### config.mk
export PLATFORM = sky130hd
export DESIGN_NAME = program_loader_flat
export DESIGN_NICKNAME = d
export VERILOG_FILES = /design/src/rtl/program_loader_if.sv /design/src/rtl/program_loader.sv /design/src/flat_wrapper.sv
export SDC_FILE = /design/constraint.sdc
export NUM_CORES = 1
export LEC_CHECK = 0
export BUFFER_PORTS_ARGS = -buffer_cell sky130_fd_sc_hd__buf_2
export CAP_MARGIN = 20
export CORE_UTILIZATION = 55
export CTS_CLUSTER_DIAMETER = 50
export CTS_CLUSTER_SIZE = 8
export DETAILED_ROUTE_END_ITERATION = 8
export PLACE_DENSITY = 0.78
export SYNTH_ARGS = -nofsm -noshare
export SYNTH_HDL_FRONTEND = slang
export SYNTH_SLANG_ARGS = --single-unit
### constraint.sdc
create_clock -name clk -period 3.5 [get_ports clk]
set_clock_uncertainty 0.2 [all_clocks]
set_input_delay 0.175 -clock clk [delete_from_list [all_inputs] [get_ports clk]]
set_output_delay 0.175 -clock clk [all_outputs]
set_load 0.02 [all_outputs]
### src/rtl/program_loader_if.sv
// Byte-stream handshake and program-memory write port of the boot loader.
// The master modport is the loader side; the slave modport is the byte source and memory side.
interface program_loader_if;
    logic        Byte_Valid_i;
    logic [7:0]  Byte_i;
    logic        Byte_Ready_o;
    logic        Mem_Write_o;
    logic [31:0] Mem_Address_o;
    logic [31:0] Mem_Data_o;

    modport master (
        input  Byte_Valid_i,
        input  Byte_i,
        output Byte_Ready_o,
        output Mem_Write_o,
        output Mem_Address_o,
        output Mem_Data_o
    );

    modport slave (
        output Byte_Valid_i,
        output Byte_i,
        input  Byte_Ready_o,
        input  Mem_Write_o,
        input  Mem_Address_o,
        input  Mem_Data_o
    );
endinterface

### src/rtl/program_loader.sv
// Boot-time instruction-memory writer: count byte, N little-endian words, XOR checksum byte.
// Holds the core in reset until a load finishes with a matching checksum.
module program_loader #(
    parameter int unsigned MEMORY_DEPTH = 32,
    parameter int unsigned DATA_WIDTH   = 32,
    parameter logic [31:0] BASE_ADDRESS = 32'h0040_0000
) (
    input  logic              clk,
    input  logic              reset,
    input  logic              Start_i,
    program_loader_if.master  bus,
    output logic              Cpu_Hold_o,
    output logic              Busy_o,
    output logic              Done_o,
    output logic              Error_o
);

    typedef enum logic [2:0] {
        StIdle, StCount, StData, StWrite, StCheck, StDone, StError
    } state_e;

    state_e                  r_state, w_state_d;
    logic [7:0]              r_count, w_count_d;
    logic [7:0]              r_word_idx, w_word_idx_d;
    logic [1:0]              r_byte_idx, w_byte_idx_d;
    logic [7:0]              r_csum, w_csum_d;
    logic [DATA_WIDTH-1:0]   r_word, w_word_d;
    logic [31:0]             r_addr, w_addr_d;
    logic [DATA_WIDTH-1:0]   r_data, w_data_d;
    logic                    w_accept;
    logic                    w_count_bad;

    assign w_accept    = bus.Byte_Valid_i && bus.Byte_Ready_o;
    assign w_count_bad = (bus.Byte_i == 8'd0) || (32'(bus.Byte_i) > MEMORY_DEPTH);

    always_ff @(posedge clk or posedge reset) begin
        if (reset) begin
            r_state    <= StIdle;
            r_count    <= 8'd0;
            r_word_idx <= 8'd0;
            r_byte_idx <= 2'd0;
            r_csum     <= 8'd0;
            r_word     <= '0;
            r_addr     <= BASE_ADDRESS;
            r_data     <= '0;
        end else begin
            r_state    <= w_state_d;
            r_count    <= w_count_d;
            r_word_idx <= w_word_idx_d;
            r_byte_idx <= w_byte_idx_d;
            r_csum     <= w_csum_d;
            r_word     <= w_word_d;
            r_addr     <= w_addr_d;
            r_data     <= w_data_d;
        end
    end

    always_comb begin
        w_state_d    = r_state;
        w_count_d    = r_count;
        w_word_idx_d = r_word_idx;
        w_byte_idx_d = r_byte_idx;
        w_csum_d     = r_csum;
        w_word_d     = r_word;
        w_addr_d     = r_addr;
        w_data_d     = r_data;
        unique case (r_state)
            StIdle, StDone, StError: begin
                if (Start_i) w_state_d = StCount;
            end
            StCount: begin
                if (w_accept) begin
                    if (w_count_bad) begin
                        w_state_d = StError;
                    end else begin
                        w_count_d    = bus.Byte_i;
                        w_word_idx_d = 8'd0;
                        w_byte_idx_d = 2'd0;
                        w_csum_d     = 8'd0;
                        w_state_d    = StData;
                    end
                end
            end
            StData: begin
                if (w_accept) begin
                    w_word_d[{r_byte_idx, 3'b000} +: 8] = bus.Byte_i;
                    w_csum_d     = r_csum ^ bus.Byte_i;
                    w_byte_idx_d = r_byte_idx + 2'd1;
                    // Address and data are captured here so they are stable for the whole WRITE cycle.
                    if (r_byte_idx == 2'd3) begin
                        w_addr_d  = BASE_ADDRESS + {22'd0, r_word_idx, 2'b00};
                        w_data_d  = w_word_d;
                        w_state_d = StWrite;
                    end
                end
            end
            StWrite: begin
                if (r_word_idx == r_count - 8'd1) begin
                    w_state_d = StCheck;
                end else begin
                    w_word_idx_d = r_word_idx + 8'd1;
                    w_state_d    = StData;
                end
            end
            StCheck: begin
                if (w_accept) w_state_d = (bus.Byte_i == r_csum) ? StDone : StError;
            end
            default: w_state_d = StIdle;
        endcase
    end

    assign bus.Byte_Ready_o  = (r_state == StCount) || (r_state == StData) || (r_state == StCheck);
    assign bus.Mem_Write_o   = (r_state == StWrite);
    assign bus.Mem_Address_o = r_addr;
    assign bus.Mem_Data_o    = r_data;
    assign Busy_o            = bus.Byte_Ready_o || (r_state == StWrite);
    assign Done_o            = (r_state == StDone);
    assign Error_o           = (r_state == StError);
    assign Cpu_Hold_o        = (r_state != StDone);

endmodule

### src/flat_wrapper.sv
// flat-port wrapper written by rule: the top's interface ports become plain ports
module program_loader_flat 
#(
    parameter int unsigned MEMORY_DEPTH = 32,
    parameter int unsigned DATA_WIDTH   = 32,
    parameter logic [31:0] BASE_ADDRESS = 32'h0040_0000
)
  (clk, reset, Start_i, Cpu_Hold_o, Busy_o, Done_o, Error_o, bus_Byte_Valid_i, bus_Byte_i, bus_Byte_Ready_o, bus_Mem_Write_o, bus_Mem_Address_o, bus_Mem_Data_o);
  program_loader_if bus_i ();
  input  logic clk;
  input  logic reset;
  input  logic Start_i;
  output logic Cpu_Hold_o;
  output logic Busy_o;
  output logic Done_o;
  output logic Error_o;
  input wire logic [$bits(bus_i.Byte_Valid_i)-1:0] bus_Byte_Valid_i;
  input wire logic [$bits(bus_i.Byte_i)-1:0] bus_Byte_i;
  output wire logic [$bits(bus_i.Byte_Ready_o)-1:0] bus_Byte_Ready_o;
  output wire logic [$bits(bus_i.Mem_Write_o)-1:0] bus_Mem_Write_o;
  output wire logic [$bits(bus_i.Mem_Address_o)-1:0] bus_Mem_Address_o;
  output wire logic [$bits(bus_i.Mem_Data_o)-1:0] bus_Mem_Data_o;
  assign bus_i.Byte_Valid_i = bus_Byte_Valid_i;
  assign bus_i.Byte_i = bus_Byte_i;
  assign bus_Byte_Ready_o = bus_i.Byte_Ready_o;
  assign bus_Mem_Write_o = bus_i.Mem_Write_o;
  assign bus_Mem_Address_o = bus_i.Mem_Address_o;
  assign bus_Mem_Data_o = bus_i.Mem_Data_o;
  program_loader #(.MEMORY_DEPTH(MEMORY_DEPTH), .DATA_WIDTH(DATA_WIDTH), .BASE_ADDRESS(BASE_ADDRESS)) u_core (.clk(clk), .reset(reset), .Start_i(Start_i), .bus(bus_i), .Cpu_Hold_o(Cpu_Hold_o), .Busy_o(Busy_o), .Done_o(Done_o), .Error_o(Error_o));
endmodule
==> After elaboration in Yosys (flattened, before gate mapping) <==
Index checks and enable logic that the tools add are counted.
{ "word_totals": {"reg_bits": 125, "wordCells": 71} }
{ "op_classes": {"addsub": 5, "magnitude_cmp": 1, "n_eq_ne": 17, "shift": 2, "mux": 20, "bitwise_logic": 2, "reduce_logical": 16} }
{ "op_table": {"columns": ["operator", "n"], "rows": [
  ["$bwmux W32", 1],
  ["$mux W8", 4],
  ["$pmux W8 S2", 2],
  ["$shift A8 B7 Y32 const A", 1],
  ["$shiftx A8 B7 Y32", 1],
  ["$add A23 B10 Y24 const A", 1],
  ["$mux W3", 7],
  ["$eq A8 B8 Y1", 2],
  ["$pmux W3 S5", 1],
  ["$eq A3 B3 Y1 const B", 3],
  ["$add A8 B1 Y8 const B", 1],
  ["$gt A8 B6 Y1 const B", 1],
  ["$logic_not A8 Y1", 1],
  ["$mux W2", 4],
  ["$ne A2 B1 Y1 const B", 4],
  ["$reduce_and A4 Y1", 2],
  ["$sub A8 B1 Y8 const B", 1],
  ["$xor A8 B8 Y8", 1],
  ["$neg A5 Y7", 1],
  ["$eq A3 B2 Y1 const B", 2],
  ["$ne A2 B2 Y1 const B", 3],
  ["$reduce_and A3 Y1", 2],
  ["$reduce_and A5 Y1", 1],
  ["$logic_or A1 B1 Y1", 4],
  ["11 further kinds", 12]
]} }

==> Longest topological paths before layout <==
Gate-level depths: netlist of the first run.
{ "logic_depth": {"word_depth": 6, "depth_mapped": 9} }

==> Worst setup path after synthesis of the first run <==
Ideal clock, no wire load.
{ "synth_path": {"path_type": "register to register", "startpoint": "register u_core.r_byte_idx[0]", "endpoint": "register u_core.r_word[6]", "setup_time_ps": 66, "t_arrival_ps": 2011, "required_ps": 3234, "slack_ps": 1223, "stages_incl_launch_ff": 8, "path_buffers": 2, "period_less_slack_ps": 2277, "path_cell_list": "dfrtp_1 -> inv_1 -> ha_1 -> nor4bb_1 -> clkbuf_1 -> and3_1 -> clkbuf_1 -> a22o_1"} }
{ "synth_between": {"elab_chain_cells": 3} }
{ "synth_lines": {"columns": ["element", "line", "rtl"], "rows": [
  ["start, declared", "program_loader.sv:25", "logic [1:0] r_byte_idx, w_byte_idx_d;"],
  ["start signal, assigned", "program_loader.sv:50", "r_byte_idx <= w_byte_idx_d;"],
  ["$neg A5 Y7 *", "program_loader.sv:86", "w_word_d[{r_byte_idx, 3'b000} +: 8] = bus.Byte_i;"],
  ["$shiftx A8 B7 Y32 / $shift A8 B7 Y32 (equally long branches)", "program_loader.sv:86", null],
  ["$bwmux W32 *", "program_loader.sv:86", null],
  ["end signal, assigned", "program_loader.sv:52", "r_word <= w_word_d;"],
  ["end, declared", "program_loader.sv:27", "logic [DATA_WIDTH-1:0] r_word, w_word_d;"]
]} }
Mark *: on every way between the ends. The rest lies on a longest branch, timed or not.
A chain may end at the register's enable or synchronous reset.

==> Final worst setup path of the first run <==
{ "layout_path": {"startpoint": "input port bus_Byte_i[1]", "endpoint": "register u_core.r_word_idx[5]"} }
{ "layout_between": {"elab_chain_cells": 4} }
{ "layout_lines": {"columns": ["element", "line", "rtl"], "rows": [
  ["start, declared", "flat_wrapper.sv:18", "input wire logic [$bits(bus_i.Byte_i)-1:0] bus_Byte_i;"],
  ["$gt A8 B6 Y1 / $logic_not A8 Y1 (equally long branches)", "program_loader.sv:34", "assign w_count_bad = (bus.Byte_i == 8'd0) || (32'(bus.Byte_i) > MEMORY_DEPTH);"],
  ["$logic_or A1 B1 Y1 *", "program_loader.sv:34", null],
  ["$ne A2 B2 Y1 (no source line) *", null, null],
  ["$reduce_and A4 Y1 (no source line) *", null, null],
  ["end signal, assigned", "program_loader.sv:49", "r_word_idx <= w_word_idx_d;"],
  ["end, declared", "program_loader.sv:24", "logic [7:0] r_word_idx, w_word_idx_d;"]
]} }
Marks and branches as above.

==> impl_metrics.py, run 1 <==
metrics = {
    "sta": {
        "period_minus_slack_ps": 2554,
        "rsz0062_at_grt": "no",
        "period_share_pct": 72.97,
        "setup_viol": 0,
        "slew_headroom_pct": 35.29,
        "setup_tns_ps": 0,
        "worst_slack_ps": 946.2,
        "fmax_mhz": 391.6,
        "tightest_slew_ps": 970.6,
        "final_max_slew_viol_count": 0,
        "finalHoldViolCount": 0,
    },
    "placement": {
        "post-place-ws_ps": 1019,
        "dpl-instance-area_sq_um": 5355,
        "io_buffers": 57,
        "gp_congestion": 0.8751,
        "dp.cells": 663,
        "dp.final_hpwl_mm": 7.248,
    },
    "min_path": {
        "holdCritStartpoint": "bus_Byte_i[5]",
        "min_to": "u_core.r_count[5]",
        "hold_depth": 3,
        "hold_path_class": "input port to register",
    },
    "pwr": {
        "intPower_mw": 2.738,
        "power.density_nw_per_um2": 853.0,
        "ir_worst_vdd_v": 0.0004831,
        "p_clk_share_pct": 13.8,
        "fin_total_pwr_mw": 4.742,
        "power_frac_comb_pct": 43.6,
        "p_seq_share_pct": 42.6,
        "p_leak_nw": 2.633,
        "switchingPower_mw": 2.004,
        "swShare_pct": 42.26,
    },
    "route": {
        "post-route-drc-count": 0,
        "first_pass_iters": 9,
        "vias_per_cell": 5.862,
        "wl_per_cell_um": 15.89,
        "ant_nets": 0,
        "drt_wl_total_mm": 10.82,
        "vias": 3992,
        "drt_iter0_markers": 226,
    },
    "global_routing": {
        "grt_pass1_wl_mm": 18.18,
        "grt_max_degree": 80,
        "grt_overflow": 0,
        "grt_pass1_vias": 3665,
        "track_usage_pct": 23.84,
        "antenna_found_initial": 0,
    },
    "worst_setup_path": {
        "r2r_setup_slack_ps": 1020,
        "r2r_start": "u_core.r_count[0]",
        "cpLargestDelayFamily": "simple AND/OR/NAND/NOR gates",
        "crit_buf_inv": 2,
        "crit_type": "input port to register",
        "slowest_stage": "or4_4",
        "crit_chain": "dlygate4sd3_1, buf_2, or4_4, o21a_1, and4bb_1, nand2_1, o311ai_1, o31ai_1",
        "end_kind": "register",
        "max_stage_delay_ps": 580,
        "critPathMaxFanout": 13,
        "rr_endpoint": "u_core.r_word_idx[7]",
        "rr_worst_depth": 8,
        "required_ps": 3540,
        "critPathLaunchType": "input port",
        "worstPathArrival_ps": 2600,
    },
    "outcome": {
        "outcome": "completed",
    },
    "floorplan": {
        "die_w_um": 98.41,
        "core-area_sq_um": 8848,
        "rows": 34,
        "io_pins": 82,
        "initial_utilization_pct": 57.78,
        "die_h_um": 98.41,
        "die_area_sq_um": 9685,
    },
    "synth": {
        "yosys_warnings": 0,
        "synthMuxAreaShare_pct": 1.982,
        "synth_compound_area_share_pct": 19.53,
        "synth_async_sr_flop_share_pct": 100.0,
        "synthCells": 522,
        "synthXorXnorAreaFrac_pct": 2.741,
        "yosysSeqAreaShare_pct": 49.44,
        "synthAdderAreaFrac_pct": 1.958,
        "synth_ff_type": "dfrtp_1",
        "synth-simple-area-share_pct": 16.81,
        "ys_ff_latch": 101,
        "synth_cell_type_count": 58,
        "synth-edff-count": 0,
        "avgSynthCellArea_sq_um": 9.794,
        "synth_top_family_by_area": "compound AO/OA/AOI/OAI gates",
        "synth.cell_area_sq_um": 5112,
    },
    "cts": {
        "clk_latency_ps": 360,
        "path_clk_slew_ps": 90,
        "htreeDepth": 3,
        "cts_buffers": 9,
        "cts.sinks": 101,
        "postCtsSetupRepairBufs": 0,
        "clockBufferDepth": 2,
        "cts-root-buf": "clkbuf_8",
        "cts_tree": "done",
    },
    "layout": {
        "area_delta_synth_final_pct": 8.737,
        "diodes": 0,
        "fillers": 736,
        "nNetsFinal": 590,
        "layout-drive-gt1-share_pct": 18.85,
        "final_cells": 681,
        "final_area_sq_um": 5559,
    },
    "flow_run": {
        "maxCapViolCount": 0,
    },
}
## how the worst max path moves through the flow
stage                            from                     endpoint  slack (ps)  depth (start not counted)
floorplan                       reset  u_core.bus.Mem_Address_o[2]         480                          1
global placement    u_core.r_count[0]         u_core.r_word_idx[7]        1110                          8
detailed placement  u_core.r_count[0]         u_core.r_word_idx[7]        1020                          8
CTS                     bus_Byte_i[1]         u_core.r_word_idx[5]         980                          8
global route        u_core.r_count[0]         u_core.r_word_idx[7]         840                          8
finish                  bus_Byte_i[1]         u_core.r_word_idx[5]         950                          8
## worst min-delay path: cells and delay by family
family / cells / cell delay (ps)
and+or+nand+nor: 2 / 140
buffers and inverters: 1 / 210
## Yosys cell counts (8+ instances only)
master | count | area share [%]
a21oi_1 | 68 | 6.7
a22o_1 | 33 | 5.7
buf_2 | 14 | 1.4
buf_4 | 25 | 3.7
clkbuf_1 | 12 | 0.88
dfrtp_1 | 101 | 49
ha_1 | 8 | 2.0
inv_1 | 9 | 0.66
mux2_2 | 9 | 2.0
nand2_1 | 39 | 2.9
nor2_1 | 48 | 3.5
nor2b_1 | 36 | 4.4
o21ai_0 | 20 | 2.0
xor2_1 | 12 | 2.1
## final cells by class
type	instances	area [sq um]	share of cell area (%)
repair buffers	69	397.9	7.157
multi-input cells	378	2291	41.21
well taps	108	135.1	2.431
inverters	11	43.79	0.7878
clock buffers	10	137.6	2.476
clock inverters	4	26.28	0.4727
flip-flops and latches	101	2527	45.46
## logic make-up (layout without fill, tap and decap cells)
| logic type | count (synthesis) | after routing |
|---|---|---|
| multiplexers | 9 | 9 |
| XOR/XNOR | 16 | 16 |
| AND/OR/NAND/NOR | 168 | 168 |
| AO/OA/AOI/OAI | 153 | 153 |
| other | 2 | 24 |
| flip-flops | 101 | 101 |
| adder cells (fa/ha/maj) | 8 | 8 |
| buffers and inverters | 65 | 94 |
## cell usage in the layout, fill, tap and decap left out, types with 4 or more instances in the layout
master,count
o211ai_1,4
buf_2,57
a22o_1,33
mux2_2,9
a21oi_1,68
nand2_1,39
nand3_1,6
conb_1,24
inv_1,8
dfrtp_1,101
o21ai_0,20
ha_1,8
xnor2_1,4
nor2_1,48
and3_1,5
nor3_1,5
xor2_1,12
buf_4,7
clkbuf_8,10
nor2b_1,36
dlygate4sd3_1,4
## timing repair
item                      4_1_cts  5_1_grt
hold endpoints to repair       80        0
hold buffers                    4        0
gates resized for setup         0        0
## power groups by stage
stage               combinational, mW  clock, mW  sequential (mW)
finish                           2.07      0.652             2.02
global route                     2.29      0.718             2.09
CTS                              2.08      0.668             2.02
detailed placement               2.07          0             2.04
global placement                 2.00          0             2.02
floorplan                        1.32          0             2.20
## through the flow
stage	utilization, %	hold slack, ps
after floorplan	-	201.1
after global placement	60.52	243.5
after detailed placement	60.52	258.8
after CTS	62.83	1.923
after global routing	62.83	16.93
final	62.83	13.33
## state kept, by name, indices dropped and copies added, names as in the netlist
name                      count
u_core.r_csum                 8
u_core.bus.Mem_Data_o        32
u_core.r_word                32
u_core.bus.Mem_Address_o      8
u_core.r_state                3
u_core.r_word_idx             8
u_core.r_byte_idx             2
u_core.r_count                8
## metal layers
metal / up-vias / wire, um / global-route usage (%)
met4: 0 / 174 / 8.266
met1: 1958 / 5021 / 34.25
met2: 145 / 5136 / 37.49
li1: 1872 / - / -
met5: - / 0 / 0
met3: 17 / 491 / 3.333
Power figures use the tool's default switching activity.
==> run 2: changes to the inputs <==
Clock period 3.5 ns to 2.42 ns, I/O delays scaled along.
==> impl_metrics.py, run 2 (synthesis gave the netlist of run 1 again) <==
metrics = {
    "worst_setup_path": {
        "worstPathArrival_ps": 2380,
        "r2r_start": "u_core.r_count[1]",
        "crit_buf_inv": 2,
        "slowest_stage": "or4_4",
        "crit_type": "input port to register",
        "rr_worst_depth": 9,
        "cpLargestDelayFamily": "simple AND/OR/NAND/NOR gates",
        "r2r_setup_slack_ps": 100,
        "required_ps": 2460,
        "end_kind": "register",
        "max_stage_delay_ps": 540,
        "rr_endpoint": "u_core.r_word_idx[3]",
        "critPathMaxFanout": 11,
        "crit_chain": "dlygate4sd3_1, buf_2, or4_4, o21a_1, and4bb_1, nand2_2, o311ai_1, o31ai_1",
        "critPathLaunchType": "input port",
    },
    "global_routing": {
        "grt_overflow": 0,
        "track_usage_pct": 24.77,
        "grt_pass1_vias": 4009,
        "antenna_found_initial": 0,
        "grt_max_degree": 39,
        "grt_pass1_wl_mm": 19.15,
    },
    "cts": {
        "cts-root-buf": "clkbuf_8",
        "clk_latency_ps": 370,
        "cts_tree": "done",
        "cts.sinks": 101,
        "clockBufferDepth": 2,
        "path_clk_slew_ps": 100,
        "cts_buffers": 9,
        "htreeDepth": 3,
    },
    "pwr": {
        "p_seq_share_pct": 41.1,
        "intPower_mw": 4.065,
        "power_frac_comb_pct": 44.7,
        "swShare_pct": 42.71,
        "power.density_nw_per_um2": 1224,
        "switchingPower_mw": 3.030,
        "fin_total_pwr_mw": 7.095,
        "ir_worst_vdd_v": 0.0006381,
        "p_clk_share_pct": 14.2,
        "p_leak_nw": 2.744,
    },
    "min_path": {
        "hold_depth": 4,
        "hold_path_class": "input port to register",
        "min_to": "u_core.r_count[1]",
        "holdCritStartpoint": "bus_Byte_i[1]",
    },
    "layout": {
        "layout-drive-gt1-share_pct": 22.15,
        "final_common_cell": "dfrtp_1",
        "final_area_sq_um": 5796,
        "mostFrequentLayoutCells": "dfrtp_1, a21oi_1, buf_2, nor2_1, nand2_1",
        "nNetsFinal": 611,
        "fin_util_pct": 65.50,
        "diodes": 0,
        "area_delta_synth_final_pct": 13.36,
    },
    "placement": {
        "io_buffers": 57,
        "gp_congestion": 0.8516,
        "dp.final_hpwl_mm": 7.601,
        "dpl-instance-area_sq_um": 5494,
    },
    "route": {
        "first_pass_iters": 9,
        "vias": 4096,
        "drt_wl_total_mm": 11.30,
        "drt_iter0_markers": 204,
        "ant_nets": 0,
        "vias_per_cell": 5.818,
        "wl_per_cell_um": 16.05,
        "post-route-drc-count": 2,
    },
    "sta": {
        "finalHoldViolCount": 0,
        "setup_viol": 0,
        "final_max_slew_viol_count": 0,
        "setup_tns_ps": 0,
        "holdWs_ps": 10.87,
        "period_minus_slack_ps": 2337,
        "tightest_slew_ps": 810.6,
        "fmax_mhz": 427.9,
        "rsz0062_at_grt": "yes",
        "period_share_pct": 96.57,
        "slew_headroom_pct": 45.85,
    },
    "floorplan": {
        "io_pins": 82,
        "rows": 34,
        "die_h_um": 98.41,
        "core-area_sq_um": 8848,
        "die_w_um": 98.41,
        "initial_utilization_pct": 57.78,
        "die_area_sq_um": 9685,
    },
    "outcome": {
        "outcome": "finished, violations left",
        "violations": "DRC",
    },
    "flow_run": {
        "maxCapViolCount": 0,
    },
}
## run 2: final cells by class
cell class | instances | area, sq um
timing repair buffer | 90 | 590.6
inverter | 11 | 45.04
fill | 700 | 3053
sequential | 101 | 2529
clock inverter | 7 | 58.81
clock buffer | 9 | 123.9
multi-input combinational | 378 | 2313
tap | 108 | 135.1
## run 2: power groups by stage
stage / sequential [mW] / combinational (mW) / clock (mW)
2_1_floorplan: 3.19 / 1.91 / 0
3_3_place_gp: 2.89 / 3.00 / 0
3_5_place_dp: 2.93 / 3.11 / 0
4_1_cts: 2.90 / 3.13 / 1.02
5_1_grt: 3.01 / 3.51 / 1.08
6_report: 2.91 / 3.17 / 1.01
## run 2: worst register-to-register path, delay by kind of cell (launching register included)
kind | cells | cell delay (ps)
and+or+nand+nor | 3 | 720
AOI/OAI and AO/OA | 3 | 560
DFF | 1 | 390
buffers and inverters | 2 | 230
adders and majority gates | 1 | 170
## run 2: how the worst max path moves through the flow
stage                               from                   end  slack [ps]  cells after the start
finish                     bus_Byte_i[2]  u_core.r_word_idx[2]          80                      8
global route               bus_Byte_i[2]  u_core.r_word_idx[2]         -30                      8
CTS                    u_core.r_count[1]  u_core.r_word_idx[7]          10                      8
detailed placement     u_core.r_count[1]  u_core.r_word_idx[6]          50                      9
global placement       u_core.r_count[1]  u_core.r_word_idx[7]         150                      8
floorplan           u_core.r_byte_idx[0]      u_core.r_word[6]         140                      7
## run 2: per-stage QoR
| step | worst slack, ps | instances |
|---|---|---|
| after floorplan | 142.8 | 544 |
| after global placement | 146.4 | 678 |
| after detailed placement | 51.10 | 678 |
| after CTS | 9.846 | 702 |
| after global routing | -34.76 | 704 |
| final | 83.04 | 704 |
## run 2: what timing repair did
item                                    in CTS  in global routing
hold buffers                                 8                  0
endpoints found under the setup margin       0                 11
hold endpoints to repair                    41                  0
resized for setup                            0                  7
setup buffers                                0                  2
## run 2: routing by layer
metal,part of all wire [%],vias up,GRT usage [%]
li1,-,1923,-
met1,44,1995,34.38
met2,49,149,40.36
met3,4.9,29,2.837
met4,2.2,0,9.644
met5,0,-,0
